`src/rtl/fwd_hazard_ctrl.sv`:
```
// rtl/fwd_hazard_ctrl.sv - ID-stage forwarding select, load-use / mult-div stall and flush control
module fwd_hazard_ctrl #(
  parameter int MD_CYCLES = 8,
  parameter int REG_W     = 5
) (
  input  logic             clk,
  input  logic             rst_n,
  input  logic             id_valid,
  input  logic [REG_W-1:0] id_rs,
  input  logic [REG_W-1:0] id_rt,
  input  logic             id_uses_rt,
  input  logic             id_is_md,
  input  logic             id_reads_hilo,
  input  logic [REG_W-1:0] ex_rd,
  input  logic             ex_regwrite,
  input  logic             ex_memread,
  input  logic [REG_W-1:0] mem_rd,
  input  logic             mem_regwrite,
  input  logic             flush_ex,
  output logic [1:0]       fwd_a_sel,
  output logic [1:0]       fwd_b_sel,
  output logic             stall_if_id,
  output logic             bubble_id_ex,
  output logic             flush_if_id,
  output logic             md_busy
);

  typedef enum logic [1:0] {
    RUN      = 2'b00,
    LD_STALL = 2'b01,
    MD_STALL = 2'b10
  } state_t;

  localparam logic [1:0] SEL_RF  = 2'b00;
  localparam logic [1:0] SEL_MEM = 2'b01;
  localparam logic [1:0] SEL_EX  = 2'b10;

  state_t     state;
  logic [7:0] md_cnt;

  logic ld_haz;
  logic md_haz;
  logic ex_fwd_ok;
  logic mem_fwd_ok;
  logic advance;
  logic [1:0] next_a;
  logic [1:0] next_b;

  assign md_busy = (md_cnt != 8'd0);

  // Register 0 is hard-wired zero, so a write to it never creates a dependency.
  assign ld_haz = id_valid & ex_memread & ex_regwrite & (ex_rd != '0) &
                  ((ex_rd == id_rs) | (id_uses_rt & (ex_rd == id_rt)));
  assign md_haz = id_valid & md_busy & (id_is_md | id_reads_hilo);

  assign ex_fwd_ok  = ex_regwrite & ~ex_memread & (ex_rd != '0);
  assign mem_fwd_ok = mem_regwrite & (mem_rd != '0);

  always_comb begin
    stall_if_id  = 1'b0;
    bubble_id_ex = 1'b0;
    flush_if_id  = 1'b0;
    if (flush_ex) begin
      flush_if_id  = 1'b1;
      bubble_id_ex = 1'b1;
    end else if (ld_haz | md_haz) begin
      stall_if_id  = 1'b1;
      bubble_id_ex = 1'b1;
    end
  end

  assign advance = ~flush_ex & ~ld_haz & ~md_haz;

  // EX producer is younger than MEM producer, so it wins when both match.
  always_comb begin
    next_a = SEL_RF;
    next_b = SEL_RF;
    if (id_valid && !bubble_id_ex) begin
      if (ex_fwd_ok && (ex_rd == id_rs))
        next_a = SEL_EX;
      else if (mem_fwd_ok && (mem_rd == id_rs))
        next_a = SEL_MEM;

      if (ex_fwd_ok && (ex_rd == id_rt))
        next_b = SEL_EX;
      else if (mem_fwd_ok && (mem_rd == id_rt))
        next_b = SEL_MEM;
    end
  end

  always_ff @(posedge clk or negedge rst_n) begin
    if (!rst_n) begin
      fwd_a_sel <= SEL_RF;
      fwd_b_sel <= SEL_RF;
    end else begin
      fwd_a_sel <= next_a;
      fwd_b_sel <= next_b;
    end
  end

  // A flush leaves an in-flight mult/div running; only a fresh issue reloads it.
  always_ff @(posedge clk or negedge rst_n) begin
    if (!rst_n) begin
      md_cnt <= 8'd0;
    end else if (advance && id_valid && id_is_md) begin
      md_cnt <= 8'(MD_CYCLES);
    end else if (md_cnt != 8'd0) begin
      md_cnt <= md_cnt - 8'd1;
    end
  end

  always_ff @(posedge clk or negedge rst_n) begin
    if (!rst_n) begin
      state <= RUN;
    end else if (flush_ex) begin
      state <= RUN;
    end else begin
      case (state)
        RUN: begin
          if (ld_haz)
            state <= LD_STALL;
          else if (md_haz)
            state <= MD_STALL;
          else
            state <= RUN;
        end
        LD_STALL: state <= md_haz ? MD_STALL : RUN;
        MD_STALL: state <= md_haz ? MD_STALL : RUN;
        default:  state <= RUN;
      endcase
    end
  end

endmodule

```
`config.mk`:
```
export PLATFORM = sky130hd
export DESIGN_NAME = fwd_hazard_ctrl
export DESIGN_NICKNAME = d
export VERILOG_FILES = /design/src/rtl/fwd_hazard_ctrl.sv
export SDC_FILE = /design/constraint.sdc
export NUM_CORES = 1
export LEC_CHECK = 0
export CAP_MARGIN = 10
export CORE_MARGIN = 2
export CORE_UTILIZATION = 47
export CTS_BUF_LIST = sky130_fd_sc_hd__clkbuf_4 sky130_fd_sc_hd__clkbuf_8
export DETAILED_ROUTE_END_ITERATION = 10
export PLACE_DENSITY_LB_ADDON = 0.12
export SLEW_MARGIN = 20
export SYNTH_ARGS = -nofsm -noshare
export SYNTH_HDL_FRONTEND = slang
export SYNTH_SLANG_ARGS = --single-unit
```
`constraint.sdc`:
```
create_clock -name clk -period 4.4 [get_ports clk]
set_clock_uncertainty 0.15 [all_clocks]
set_input_delay 0.88 -clock clk [delete_from_list [all_inputs] [get_ports clk]]
set_output_delay 0.88 -clock clk [all_outputs]
set_load 0.005 [all_outputs]
```
-- Word-level counts from Yosys, hierarchy flattened
Index checks and enable logic that the tools add are counted.
- reductions and logical operators: 12
- bitwise gates (word level): 19
- $add $sub $neg: 1
- muxes and demuxes: 12
- equality and inequality tests: 4
- operator list (kind ; count):
    $eq 5x5->1 ; 4
    $mux 8 ; 2
    $and 1x1->1 ; 12
    $reduce_bool 5->1 ; 2
    $mux 2 ; 4
    $reduce_bool 8->1 ; 1
    $sub 8x1->8 const B ; 1
    $logic_and 1x1->1 ; 7
    $mux 1 ; 6
    $not 1->1 ; 4
    $or 1x1->1 ; 3
    $reduce_bool 2->1 ; 1
    $logic_not 1->1 ; 1
- bits of input ports: 30
- output and inout port bits: 8
- logic and storage cells: 51
- register bits after elaboration: 12

-- Depth between registers and ports, before layout
- depth in word-level cells: 10
- depth in mapped cells: 8
- gate-level depth less buffers: 8

-- Worst setup path after synthesis
OpenSTA, ideal clock, no wires.
- kind: in2out
- start: input port ex_rd[1]
- end: output port stall_if_id
- stages on the path: 5
- buffers on the path: 0
- path slack: 1.111 ns
- arrival time: 2.259 ns
- cell sequence: nor2b_1 a2111o_1 or4_4 a21o_2 a21oi_1
- cells in the longest elaborated chain, start to end: 7
- elaborated cells between the ends (all ways): 10
- classes of those cells: eq/ne (2); mux (2); bitwise (5); reduce/logical (1)
- RTL lines (what ; line ; text):
    start: declaration ; 14 ; input logic [REG_W-1:0] ex_rd,
    $eq 5x5->1 ; 53 ; ((ex_rd == id_rs) | (id_uses_rt & (ex_rd == id_rt)));
    $and 1x1->1 ; 53 ;
    $or 1x1->1 ; 53 ;
    $and 1x1->1 (*) ; 52 ; assign ld_haz = id_valid & ex_memread & ex_regwrite & (ex_rd != '0) &
    $or 1x1->1 (*) ; 66 ; end else if (ld_haz | md_haz) begin
    $mux 1 (*) ; 66 ;
    $mux 1 (*) ; 63 ; if (flush_ex) begin
    end: declaration ; 22 ; output logic stall_if_id,
Every way passes the cells marked *; elsewhere a longest branch is shown, timed or not.

-- Worst setup path after layout
- start: input port id_rs[0]
- end: output port bubble_id_ex
- cells in the longest elaborated chain, start to end: 6
- RTL lines (what ; line ; text):
    start: declaration ; 9 ; input logic [REG_W-1:0] id_rs,
    $eq 5x5->1 ; 53 ;
    $or 1x1->1 ; 53 ;
    $and 1x1->1 ; 52 ;
    $or 1x1->1 ; 66 ;
    $mux 1 ; 66 ;
    $mux 1 ; 63 ;
    end: declaration ; 23 ; output logic bubble_id_ex,
Every way passes these cells.

==> metrics.txt <==
Final Non-Filler Cells=170; full die area=between 2000 and 2500 µm²; Pwr Density=about 340 nW/µm²; Synth top area share=roughly a third; worst-path fanout max=6; Detailed Route Iter0 Violations=20; Slew @ Worst Pin=just over 700 ps; number of flops mapped to enable cells by yosys=0; Slew Viols, Final=0; Fin. Hold Viols=0; Final WS setup=152 ps; Detail Route Antenna Nets=0; Clock Tree Buf Depth=2; Yosys reg bits=12; top_reg_cell synth=dfrtp_1; port buffer count=37; Synth async-reset ratio=100%; H-tree depth=1; CTS Hold Bufs=0; period utilization=a little over nine tenths; Max IR drop VDD=approximately 0.26 mV; kind of critical path=primary input to primary output; mean post-synth cell area=8.84 µm²; Setup Total Neg Slack=0 ps; relative slew slack=between 50% and 60%; register clock-pin slew on the reported worst setup and hold paths=roughly 70 ps; FP Rows=15; GPL Wtd Cong=roughly 0.86; total wire length=2.27 mm; total global-route track usage=between 20 and 25%; Seq/Total Area, Yosys=33.3%; Worst setup startpoint=id_rs[0]; layout cells sized above 1=between 7 and 8%; Yosys Warn Count=0; first-pass GRT wire length=approximately 3.6 mm; xor/xnor share of the synthesized area=between 15 and 20%; most area-consuming cells after synthesis=dfrtp_1, xor2_1, xnor2_1; DR DRC count=0; register area=about 300 µm²; Vias=900; Placed Cells=between 150 and 200; most common cell in the netlist=dfrtp_1; initial antenna violation count=0; RSZ-0062 raised after global routing=false; cell count after synthesis=102; Die H=47.8 µm; Post-DP Area=roughly 1300 µm²; Post-Synth Simple-Gate Area=between 20% and 30%; number of global-route vias before repair=approximately 830; CTS tree=yes; post-route design area=1360 µm²; Mapped Area=between 900 and 1000 µm²; largest net degree at the start of global routing=13; fillers=146; hold crit path type=flip-flop to flip-flop; DR WL/cell=13.3 µm; mux cell area share after synthesis=around 1.1%; CP Launch Type=primary input; Via density=between 5 and 6; initial core utilization=about half; Sink Count=12; setup bufs post-CTS=0; area grow syn2layout=50.5%; die width=around 48 µm; Post-Route Utilization=about three quarters; # diodes=0; Placement Setup Slack=50.1 ps; Worst EP required=~3400 ps; largest family of logic cells by synthesized area=simple AND/OR/NAND/NOR gates; Unique masters post-synth=35; TritonCTS buffer count=3; CTS root buf=clkbuf_4; min Tclk post-route=around 4200 ps; num ports=38; hold wc startpoint=md_cnt[4]$_DFFE_PN0P_; Max Cap Violations=0; multi-input logic area=around 560 µm²; worst hold slack=approximately 340 ps; endpoints failing setup=0; Synth Area in Adders=under 10%; Compound-Gate Fraction of Synth Area=between 10% and 20%; P_leak=roughly 0.60 nW; Pre-antenna DRT Iters=5; Commonest cells post-synth=dfrtp_1, xor2_1, inv_1, nor3_1, xnor2_1; Core ar.=about 1800 µm²; area leader, netlist=dfrtp_1; Tot Pwr=~0.46 mW; Syn Nets=about 130; Clk Latency, worst-skew pair=~270 ps; DP HPWL=2.02 mm; gr ovfl total=0; final net count=between 150 and 200; Arr. time, crit path=roughly 3200 ps; status=finished, final reports clean; r2r startpoint=md_cnt[0]$_DFFE_PN0P_; critical path capture point type=primary output; fmax=between 200 and 250 MHz
==> worst max-delay path: stages <==
cell	delay, ps
clkdlybuf4s50_1	470
nor2b_1	160
a2111o_1	340
or4_4	540
a21o_2	250
nand3b_1	90
clkdlybuf4s50_1	500
==> cell families (layout without fill, tap and decap cells) <==
kind of cell	after synthesis	in the layout
AOI/OAI and AO/OA	20	20
adders and majority gates	2	2
DFF	12	12
xor gates and xnor gates	18	18
buffers and inverters	9	52
and+or+nand+nor	40	40
muxes	1	1
==> registers in the layout (all words and copies together), names as in the netlist <==
signal     count
fwd_a_sel      2
fwd_b_sel      2
md_cnt         8
==> per-layer routing <==
layer | global-route usage (%) | share of wire (%) | vias to the layer above
li1 | - | - | 452
met1 | 30.2 | 45 | 415
met2 | 37.3 | 49 | 33
met3 | 4.91 | 6.1 | 0
met4 | 3.24 | 0 | 0
met5 | 0 | 0 | -
==> area by class of cell <==
class	instances	area share [%]
flip-flops and latches	12	22.1
well taps	25	2.30
clock buffers	4	2.67
repair buffers	40	29.1
inverters	8	2.21
multi-input cells	81	41.6
==> power breakdown <==
group	switching, mW	internal (mW)
logic	0.0855	0.105
registers	0.0342	0.148
clock network	0.0357	0.0503
total	0.155	0.303
==> final timing paths <==
kind / slack (ps) / endpoint / cells after the start
max: 150 / bubble_id_ex / 7
min: 340 / md_cnt[4]$_DFFE_PN0P_ / 1
max reg2reg: 2000 / fwd_a_sel[0]$_DFF_PN0_ / 7
min reg2reg: 340 / md_cnt[4]$_DFFE_PN0P_ / 1
max in group asynchronous: 2960 / md_cnt[5]$_DFFE_PN0P_ / 1
min in group asynchronous: 800 / md_cnt[7]$_DFFE_PN0P_ / 1
==> placed cells by master (no fill, tap or decap), types with 2 or more instances in the layout <==
master	instances
or3_1	3
clkdlybuf4s50_1	36
nand2_1	6
o22ai_1	2
o21ai_0	2
nor2b_1	3
nor3b_1	2
xnor2_1	7
nor3_1	8
nor2_1	5
buf_4	3
nand3_1	3
inv_1	8
xor2_1	11
dfrtp_1	12
a21o_1	3
clkbuf_4	3
ha_1	2
o211ai_1	2
a21oi_1	5
==> timing repair <==
action	CTS	global route
gates resized for setup	0	1
hold endpoints to repair	0	0
endpoints found under the setup margin	0	1
Power figures use the tool's default switching activity.
